**config.mk**
```make
export PLATFORM = sky130hd
export DESIGN_NAME = arq_tx_ctrl_flat
export DESIGN_NICKNAME = d
export VERILOG_FILES = /design/src/rtl/arq_tx_ctrl_if.sv /design/src/rtl/arq_tx_ctrl.sv /design/src/flat_wrapper.sv
export SDC_FILE = /design/constraint.sdc
export NUM_CORES = 1
export LEC_CHECK = 0
export CAP_MARGIN = 25
export CELL_PAD_IN_SITES_DETAIL_PLACEMENT = 1
export CELL_PAD_IN_SITES_GLOBAL_PLACEMENT = 1
export CORE_MARGIN = 1
export CORE_UTILIZATION = 32
export DETAILED_ROUTE_END_ITERATION = 7
export GPL_ROUTABILITY_DRIVEN = 1
export GPL_TIMING_DRIVEN = 0
export PLACE_DENSITY_LB_ADDON = 0.15
export SYNTH_ARGS = -nofsm -noshare
export SYNTH_HDL_FRONTEND = slang
export SYNTH_SLANG_ARGS = --single-unit
```
**constraint.sdc**
```tcl
create_clock -name clk -period 1.8 [get_ports clk]
set_input_delay 0.27 -clock clk [delete_from_list [all_inputs] [get_ports clk]]
set_output_delay 0.27 -clock clk [all_outputs]
set_load 0.02 [all_outputs]
```
**src/rtl/arq_tx_ctrl_if.sv**
```systemverilog
// arq_tx_ctrl_if: host-side nibble handshake plus core-side write/response
// signals for the ARQ sender, with status and debug outputs.
//
// Handshake (src_valid/src_ready): a nibble transfers on a rising clk edge
// where both src_valid and src_ready are high; src_data must be stable while
// src_valid is high; src_ready is high only while the sender is idle and is
// a pure decode of state (never depends on src_valid).
interface arq_tx_ctrl_if;
  logic       src_valid;
  logic [3:0] src_data;
  logic       src_ready;
  logic       ack;
  logic       nack;
  logic       wr_en;
  logic [3:0] data_out;
  logic       busy;
  logic       tx_done;
  logic       tx_fail;
  logic [2:0] retry_cnt;
  logic [7:0] stat_retries;
  logic [7:0] stat_fails;
  logic [1:0] dbg_state;

  // DUT view
  modport slave (
    input  src_valid, src_data, ack, nack,
    output src_ready, wr_en, data_out, busy, tx_done, tx_fail,
           retry_cnt, stat_retries, stat_fails, dbg_state
  );

  // Host/core model view
  modport master (
    output src_valid, src_data, ack, nack,
    input  src_ready, wr_en, data_out, busy, tx_done, tx_fail,
           retry_cnt, stat_retries, stat_fails, dbg_state
  );
endinterface

```
**src/rtl/arq_tx_ctrl.sv**
```systemverilog
// arq_tx_ctrl: ARQ sender. Takes one nibble from the host, strobes it into
// the core, waits for ack/nack and retransmits on nack or timeout until
// MAX_RETRY retransmissions have been used, then pulses tx_done or tx_fail.
// Optional statistics counters are built only when ARQ_STATS_EN is defined;
// otherwise stat_retries/stat_fails are tied to zero.
module arq_tx_ctrl #(
  parameter int unsigned TIMEOUT   = 16,  // 2..255 cycles in WAIT
  parameter int unsigned MAX_RETRY = 3    // 0..7 retransmissions
) (
  input  logic          clk,
  input  logic          rst,
  arq_tx_ctrl_if.slave  bus
);

  typedef enum logic [1:0] {
    ST_IDLE = 2'd0,
    ST_SEND = 2'd1,
    ST_WAIT = 2'd2
  } state_t;

  localparam logic [7:0] TIMER_LAST  = 8'(TIMEOUT - 1);
  localparam logic [2:0] RETRY_LIMIT = 3'(MAX_RETRY);

  state_t     state_q, state_d;
  logic       wr_en_q, wr_en_d;
  logic [3:0] data_out_q, data_out_d;
  logic       tx_done_q, tx_done_d;
  logic       tx_fail_q, tx_fail_d;
  logic [2:0] retry_q, retry_d;
  logic [7:0] timer_q, timer_d;
  logic [3:0] hold_q, hold_d;

  // State register
  always_ff @(posedge clk or posedge rst) begin
    if (rst) state_q <= ST_IDLE;
    else     state_q <= state_d;
  end

  // Registered outputs and datapath; reset clears everything so a reset
  // mid-transfer drops the held nibble and any pending strobe at once.
  always_ff @(posedge clk or posedge rst) begin
    if (rst) begin
      wr_en_q    <= 1'b0;
      data_out_q <= 4'd0;
      tx_done_q  <= 1'b0;
      tx_fail_q  <= 1'b0;
      retry_q    <= 3'd0;
      timer_q    <= 8'd0;
      hold_q     <= 4'd0;
    end else begin
      wr_en_q    <= wr_en_d;
      data_out_q <= data_out_d;
      tx_done_q  <= tx_done_d;
      tx_fail_q  <= tx_fail_d;
      retry_q    <= retry_d;
      timer_q    <= timer_d;
      hold_q     <= hold_d;
    end
  end

  // Next-state and next-output decode. wr_en is registered, so it is
  // raised on the transition into SEND and is high for the SEND cycle.
  always_comb begin
    state_d    = state_q;
    wr_en_d    = 1'b0;
    data_out_d = data_out_q;
    tx_done_d  = 1'b0;
    tx_fail_d  = 1'b0;
    retry_d    = retry_q;
    timer_d    = timer_q;
    hold_d     = hold_q;
    case (state_q)
      ST_IDLE: begin
        if (bus.src_valid) begin
          hold_d     = bus.src_data;
          data_out_d = bus.src_data;
          retry_d    = 3'd0;
          wr_en_d    = 1'b1;
          state_d    = ST_SEND;
        end
      end
      ST_SEND: begin
        // Responses during the strobe cycle are ignored.
        timer_d = 8'd0;
        state_d = ST_WAIT;
      end
      ST_WAIT: begin
        timer_d = timer_q + 8'd1;
        if (bus.ack) begin
          tx_done_d = 1'b1;
          state_d   = ST_IDLE;
        end else if (bus.nack || (timer_q == TIMER_LAST)) begin
          if (retry_q == RETRY_LIMIT) begin
            tx_fail_d = 1'b1;
            state_d   = ST_IDLE;
          end else begin
            retry_d    = retry_q + 3'd1;
            data_out_d = hold_q;
            wr_en_d    = 1'b1;
            state_d    = ST_SEND;
          end
        end
      end
      default: state_d = ST_IDLE;
    endcase
  end

  assign bus.src_ready = (state_q == ST_IDLE);
  assign bus.busy      = (state_q == ST_SEND) || (state_q == ST_WAIT);
  assign bus.wr_en     = wr_en_q;
  assign bus.data_out  = data_out_q;
  assign bus.tx_done   = tx_done_q;
  assign bus.tx_fail   = tx_fail_q;
  assign bus.retry_cnt = retry_q;
  assign bus.dbg_state = state_q;

`ifdef ARQ_STATS_EN
  logic [7:0] stat_retries_q;
  logic [7:0] stat_fails_q;
  logic       retry_evt;

  assign retry_evt = (state_q == ST_WAIT) && (state_d == ST_SEND);

  // Saturating lifetime counters, cleared only by reset
  always_ff @(posedge clk or posedge rst) begin
    if (rst) begin
      stat_retries_q <= 8'd0;
      stat_fails_q   <= 8'd0;
    end else begin
      if (retry_evt && (stat_retries_q != 8'hFF)) stat_retries_q <= stat_retries_q + 8'd1;
      if (tx_fail_d && (stat_fails_q != 8'hFF))   stat_fails_q   <= stat_fails_q + 8'd1;
    end
  end

  assign bus.stat_retries = stat_retries_q;
  assign bus.stat_fails   = stat_fails_q;
`else
  assign bus.stat_retries = 8'd0;
  assign bus.stat_fails   = 8'd0;
`endif

endmodule
```
**src/flat_wrapper.sv**
```systemverilog
// flat-port wrapper written by rule: the top's interface ports become plain ports
module arq_tx_ctrl_flat 
#(
  parameter int unsigned TIMEOUT   = 16,                          
  parameter int unsigned MAX_RETRY = 3                           
)
  (clk, rst, bus_src_valid, bus_src_data, bus_ack, bus_nack, bus_src_ready, bus_wr_en, bus_data_out, bus_busy, bus_tx_done, bus_tx_fail, bus_retry_cnt, bus_stat_retries, bus_stat_fails, bus_dbg_state);
  arq_tx_ctrl_if bus_i ();
  input  logic clk;
  input  logic rst;
  input wire logic [$bits(bus_i.src_valid)-1:0] bus_src_valid;
  input wire logic [$bits(bus_i.src_data)-1:0] bus_src_data;
  input wire logic [$bits(bus_i.ack)-1:0] bus_ack;
  input wire logic [$bits(bus_i.nack)-1:0] bus_nack;
  output wire logic [$bits(bus_i.src_ready)-1:0] bus_src_ready;
  output wire logic [$bits(bus_i.wr_en)-1:0] bus_wr_en;
  output wire logic [$bits(bus_i.data_out)-1:0] bus_data_out;
  output wire logic [$bits(bus_i.busy)-1:0] bus_busy;
  output wire logic [$bits(bus_i.tx_done)-1:0] bus_tx_done;
  output wire logic [$bits(bus_i.tx_fail)-1:0] bus_tx_fail;
  output wire logic [$bits(bus_i.retry_cnt)-1:0] bus_retry_cnt;
  output wire logic [$bits(bus_i.stat_retries)-1:0] bus_stat_retries;
  output wire logic [$bits(bus_i.stat_fails)-1:0] bus_stat_fails;
  output wire logic [$bits(bus_i.dbg_state)-1:0] bus_dbg_state;
  assign bus_i.src_valid = bus_src_valid;
  assign bus_i.src_data = bus_src_data;
  assign bus_i.ack = bus_ack;
  assign bus_i.nack = bus_nack;
  assign bus_src_ready = bus_i.src_ready;
  assign bus_wr_en = bus_i.wr_en;
  assign bus_data_out = bus_i.data_out;
  assign bus_busy = bus_i.busy;
  assign bus_tx_done = bus_i.tx_done;
  assign bus_tx_fail = bus_i.tx_fail;
  assign bus_retry_cnt = bus_i.retry_cnt;
  assign bus_stat_retries = bus_i.stat_retries;
  assign bus_stat_fails = bus_i.stat_fails;
  assign bus_dbg_state = bus_i.dbg_state;
  arq_tx_ctrl #(.TIMEOUT(TIMEOUT), .MAX_RETRY(MAX_RETRY)) u_core (.clk(clk), .rst(rst), .bus(bus_i));
endmodule
```
[Word-level counts from Yosys, hierarchy flattened]
Index checks and enable logic that the tools add are counted.
Word-level totals
  register bits after elaboration: 24
  bits of input ports: 9
  output and inout port bits: 30
  word-level logic and storage cells: 54
Cells by class
  $add $sub $neg: 2
  eq/ne operators: 9
  muxes and demuxes: 27
  reduce and logical (&&, ||, !) cells: 8
Operators with widths (number)
  $mux 4: 4
  $pmux 8 s2: 1
  $mux 3: 4
  $mux 1: 11
  $add 8x1->8 const B: 1
  $eq 8x4->1 const B: 1
  $pmux 4 s2: 1
  $mux 2: 3
  $ne 2x2->1 const B: 3
  $pmux 2 s3: 1
  $pmux 3 s2: 1
  $reduce_and 5->1: 1
  $reduce_and 2->1: 2
  $reduce_bool 2->1: 2
  $add 3x1->3 const B: 1
  $eq 3x2->1 const B: 1
  $ne 3x2->1 const B: 1
  $eq 2x1->1 const B: 1
  $eq 2x2->1 const B: 1
  $logic_not 2->1: 1
  $logic_or 1x1->1: 2
  $ne 2x1->1 const B: 1
  $pmux 1 s2: 1

[Logic depth before layout (Yosys ltp)]
  depth in word-level cells: 5
  mapped depth: 8

[Least setup slack after synthesis]
Ideal clock, no wire load.
  kind: register -> register
  start point: register u_core.state_q[0] (netlist: u_core.bus.dbg_state[0])
  end point: register u_core.data_out_q[0] (netlist: u_core.bus.data_out[0])
  library setup time: 0.123 ns
  arrival time: 1.928 ns
  data required time: 1.677 ns
  slack: -0.251 ns
  stages on the path, launching flop included: 9
  buffers on the path: 2
  clock period less this slack: 2.051 ns
  cell sequence: dfrtp_1 -> inv_1 -> ha_1 -> buf_4 -> or3b_1 -> buf_6 -> a21oi_4 -> nand2_1 -> o221a_2
On the way
  word-level cells in the longest chain between the ends: 3
RTL lines
  start: declaration: RTL line arq_tx_ctrl.sv:24  | state_t state_q, state_d;
  start signal: assignment: RTL line arq_tx_ctrl.sv:36  | else state_q <= state_d;
  $eq 2x2->1 / $logic_not 2->1 (equally long branches): RTL line arq_tx_ctrl.sv:72  | case (state_q)
  $ne 2x1->1 (no line) (tied with other cells)
  $reduce_and 5->1 (no line)
  end signal: assignment: RTL line arq_tx_ctrl.sv:52  | data_out_q <= data_out_d;
  end: declaration: RTL line arq_tx_ctrl.sv:26  | logic [3:0] data_out_q, data_out_d;
Several ways; a longest one is shown, not always the timed one.
A chain may end at the register's enable or synchronous reset.

[Worst setup path in the final report]
  start point: register u_core.retry_q[1] (netlist: u_core.bus.retry_cnt[1])
  end point: register u_core.data_out_q[0] (netlist: u_core.bus.data_out[0])
On the way
  word-level cells in the longest chain between the ends: 3
RTL lines
  start: declaration: RTL line arq_tx_ctrl.sv:29  | logic [2:0] retry_q, retry_d;
  start signal: assignment: RTL line arq_tx_ctrl.sv:55  | retry_q <= retry_d;
  $eq 3x2->1: RTL line arq_tx_ctrl.sv:93  | if (retry_q == RETRY_LIMIT) begin
  $ne 2x2->1 (no line)
  $reduce_and 5->1 (no line)
No other way between the ends.

==> reports/qor.yml <==
outcome: "finished, violations left"
failed_checks: "setup timing"
worstSetupEndpoint: "u_core.bus.data_out[0]$_DFFE_PP0P_"
worst_setup_path_end_kind: "flop"
critPathRequiredTime_ns: 2.01
layout_worst_path_cycle_share_pct: 109
worst_slew_margin_rel_pct: 37.5
start_util_pct: 34.3
num_rows: 23
worstPathBufferInverterCount: 3
share_comb_of_total_power_pct: 56.8
power_switching_mw: 1.06
netlist_area_mm2: 0.00141
placedInstanceArea_mm2: 0.00179
synth-warning-count: 0
cp_slowest_cell: "sky130_fd_sc_hd__dfrtp_2"
min_delay_path_class: "in2async"
worst_path_largest_cell_delay_ns: 0.43
largest_net_degree_at_the_start_of_global_routing: 25
dp_slack_ns: -0.279
crit-reg2reg-launch: "u_core.bus.retry_cnt[1]$_DFFE_PP0P_"
synth_seq_area_share_pct: 42.5
routedWlPerCell_um: 13.4
criticalPathCategory: "reg2reg"
antenna_cells: 0
clkSinkCount: 24
power.static_leakage_nw: 0.866
dominantRegCellSynth: "sky130_fd_sc_hd__dfrtp_1"
ctsHtreeMaxLevel: 1
cell_internal_pwr_mw: 1.58
num-nets-final: 211
synth.lib_cells_used.distinct: 36
power.share.sequential_pct: 30.6
clkPwrFrac_pct: 12.6
dr_total_vias: 1166
routabilityCongestion: 0.746
drt-vias-per-instance: 4.78
floorplan.die_area_mm2: 0.00468
critical_path_arrival_ns: 2.18
netlist.top_cell.by_area: "sky130_fd_sc_hd__dfrtp_1"
cap_violations: 0
floorplan.die.height_um: 68.4
drive_above_1_share_pct: 28.4
timing.critical_path.max_delay_family: "flip-flops"
clk_pin_slew_worst_paths_ns: 0.09
core_area_mm2: 0.00412
worst_r2r_path_depth: 8
final_max_slew_viol_count: 0
worst_pin_slew_ns: 0.937
dp.final_hpwl_mm: 2.35
asyncSetResetFlopFracSynth_pct: 100
clock_skew_ns: 0.00177
synth_common_cells: "sky130_fd_sc_hd__dfrtp_1, sky130_fd_sc_hd__buf_4, sky130_fd_sc_hd__nand2_1, sky130_fd_sc_hd__inv_1"
worstSkewPairLatency_ns: 0.27
final_period_minus_worst_setup_slack_ns: 1.97
path_depth: 8
clock-root-buffer: "sky130_fd_sc_hd__clkbuf_8"
final-setup-viol-count: 7
synth.most_common_cell: "sky130_fd_sc_hd__dfrtp_1"
setup.worst_path.start_class: "flop"
drt_first_iter_violations: 47
power_switching_share_pct: 40.3
setup_repair_after_global_routing_missed_its_margin: "true"
grt_overflow: 0
regToRegEndpoint: "u_core.bus.data_out[0]$_DFFE_PP0P_"
synth_top_cells_by_area: "sky130_fd_sc_hd__dfrtp_1, sky130_fd_sc_hd__buf_4, sky130_fd_sc_hd__ha_1"
port_buffers: 22
launch_point_of_the_critical_path: "u_core.bus.retry_cnt[1]$_DFFE_PP0P_"
maximum_resistive_drop_on_vdd_mv: 0.680
avgSynthCellArea_um2: 9.81
timing.final.hold_violations: 0
critical_path.max_fanout: 6
synth-edff-count: 0
groute.usage.overall_pct: 16.4
grt_first_pass_wirelength_mm: 5.69
chipWidth_um: 68.4
num_io_pins: 39
initial_antenna_violation_count: 0
tritoncts: "yes"
final_area_mm2: 0.00193
max_freq_mhz: 508
fin_ws_ns: -0.169
grt_pass1_vias: 1185
path_cells: "ha_4 -> ha_4 -> or3b_1 -> buf_6 -> a21oi_4 -> buf_4 -> buf_4 -> o221a_2"
reg2reg_slack_ns: -0.17
syn_to_final_growth_pct: 36.3
synth_top_area_share_pct: 42.5
clockBufferDepth: 2
detail-route-antenna-nets: 0
postSynthCellCount: 144
drt_first_pass_iters: 4
synth-seq-cells: 24
power.density_mw_per_mm2: 1370
number_of_buffers_created_by_cts: 3
drt_drc_violations_left: 0
postRouteWirelength_mm: 3.27
==> metrics by stage <==
step | setup TNS (ns) | std cells | power (mW) | hold WS [ns] | utilization, %
final | -0.946 | 244 | 2.64 | 0.507 | 46.8
after global routing | -1.69 | 244 | 2.85 | 0.522 | 46.8
after CTS | -0.960 | 241 | 2.63 | 0.509 | 46.2
after detailed placement | -1.87 | 231 | 2.18 | 0.488 | 43.4
after global placement | -1.74 | 231 | 2.15 | 0.471 | 43.4
after floorplan | -0.956 | 159 | 1.74 | 0.284 | -
==> layout by cell type (no fill, tap or decap), types with 2 or more instances in the layout <==
master / netlist / layout
sky130_fd_sc_hd__nand2b_1: 4 / 4
sky130_fd_sc_hd__ha_1: 7 / 4
sky130_fd_sc_hd__inv_1: 9 / 8
sky130_fd_sc_hd__buf_6: 1 / 2
sky130_fd_sc_hd__dfrtp_2: 0 / 4
sky130_fd_sc_hd__mux2i_1: 5 / 5
sky130_fd_sc_hd__a21oi_1: 5 / 5
sky130_fd_sc_hd__buf_4: 17 / 25
sky130_fd_sc_hd__nor2_1: 7 / 7
sky130_fd_sc_hd__o21ai_0: 7 / 7
sky130_fd_sc_hd__nor4_1: 3 / 3
sky130_fd_sc_hd__nor3_1: 4 / 3
sky130_fd_sc_hd__nand3_1: 7 / 7
sky130_fd_sc_hd__o221a_2: 3 / 3
sky130_fd_sc_hd__nand2_1: 13 / 12
sky130_fd_sc_hd__conb_1: 1 / 16
sky130_fd_sc_hd__clkbuf_8: 0 / 3
sky130_fd_sc_hd__o22ai_1: 2 / 2
sky130_fd_sc_hd__ha_4: 0 / 3
sky130_fd_sc_hd__dfrtp_1: 24 / 20
sky130_fd_sc_hd__clkbuf_1: 2 / 3
sky130_fd_sc_hd__mux2_2: 5 / 5
sky130_fd_sc_hd__clkdlybuf4s50_1: 0 / 20
==> power by group through the flow <==
stage	registers (mW)	logic, mW	clock network, mW
after CTS	0.809	1.47	0.355
after detailed placement	0.829	1.36	0
final	0.807	1.50	0.333
after floorplan	0.913	0.826	0
after global placement	0.816	1.33	0
after global routing	0.831	1.65	0.374
==> layout make-up <==
class,count,area (um^2)
buffer,20,146
clock buffer,4,45.0
fill,479,2190
inverter,10,38.8
multi-input combinational,104,734
sequential,24,606
tap,50,62.6
timing repair buffer,32,293
==> metal layers <==
metal	vias to the layer above	track usage (%)	routed length, um
met5	-	0	0
met4	0	6.25	45
met3	4	2.33	163
met2	37	26.7	1500
met1	561	21.8	1570
li1	564	-	-
==> worst min path at each step <==
stage | from | to | depth (start not counted)
final | rst | u_core.timer_q[1]$_DFFE_PP0P_ | 2
after global routing | u_core.hold_q[2]$_DFFE_PP0P_ | u_core.hold_q[2]$_DFFE_PP0P_ | 1
after CTS | u_core.hold_q[2]$_DFFE_PP0P_ | u_core.hold_q[2]$_DFFE_PP0P_ | 1
after detailed placement | u_core.bus.retry_cnt[0]$_DFFE_PP0P_ | u_core.bus.retry_cnt[0]$_DFFE_PP0P_ | 1
after global placement | u_core.bus.retry_cnt[0]$_DFFE_PP0P_ | u_core.bus.retry_cnt[0]$_DFFE_PP0P_ | 1
after floorplan | rst | u_core.bus.data_out[0]$_DFFE_PP0P_ | 1
==> state kept, by name, indices dropped and copies added (netlist names) <==
register	cells
u_core.timer_q	8
u_core.bus.dbg_state	2
u_core.bus.tx_fail	1
u_core.bus.retry_cnt	3
u_core.hold_q	4
u_core.bus.wr_en	1
u_core.bus.tx_done	1
u_core.bus.data_out	4
==> cells by family after synthesis <==
kind of cell	after synthesis	synth area share (%)
and+or+nand+nor	45	15.9
buffers and inverters	31	13.4
AOI/OAI and AO/OA	25	13.6
DFF	24	42.5
muxes	10	7.53
adders and majority gates	7	6.20
other	1	0.265
xor gates and xnor gates	1	0.620
==> timing repair <==
action                                  in CTS  in global routing
endpoints found under the hold margin        0                  0
endpoints found under the setup margin      10                 10
pin swaps                                    5                  1
setup buffers                                7                  3
gates cloned                                 0                  0
resized for setup                            8                  3
hold buffers                                 0                  0
Note: power is estimated with default switching activity, not from simulation.
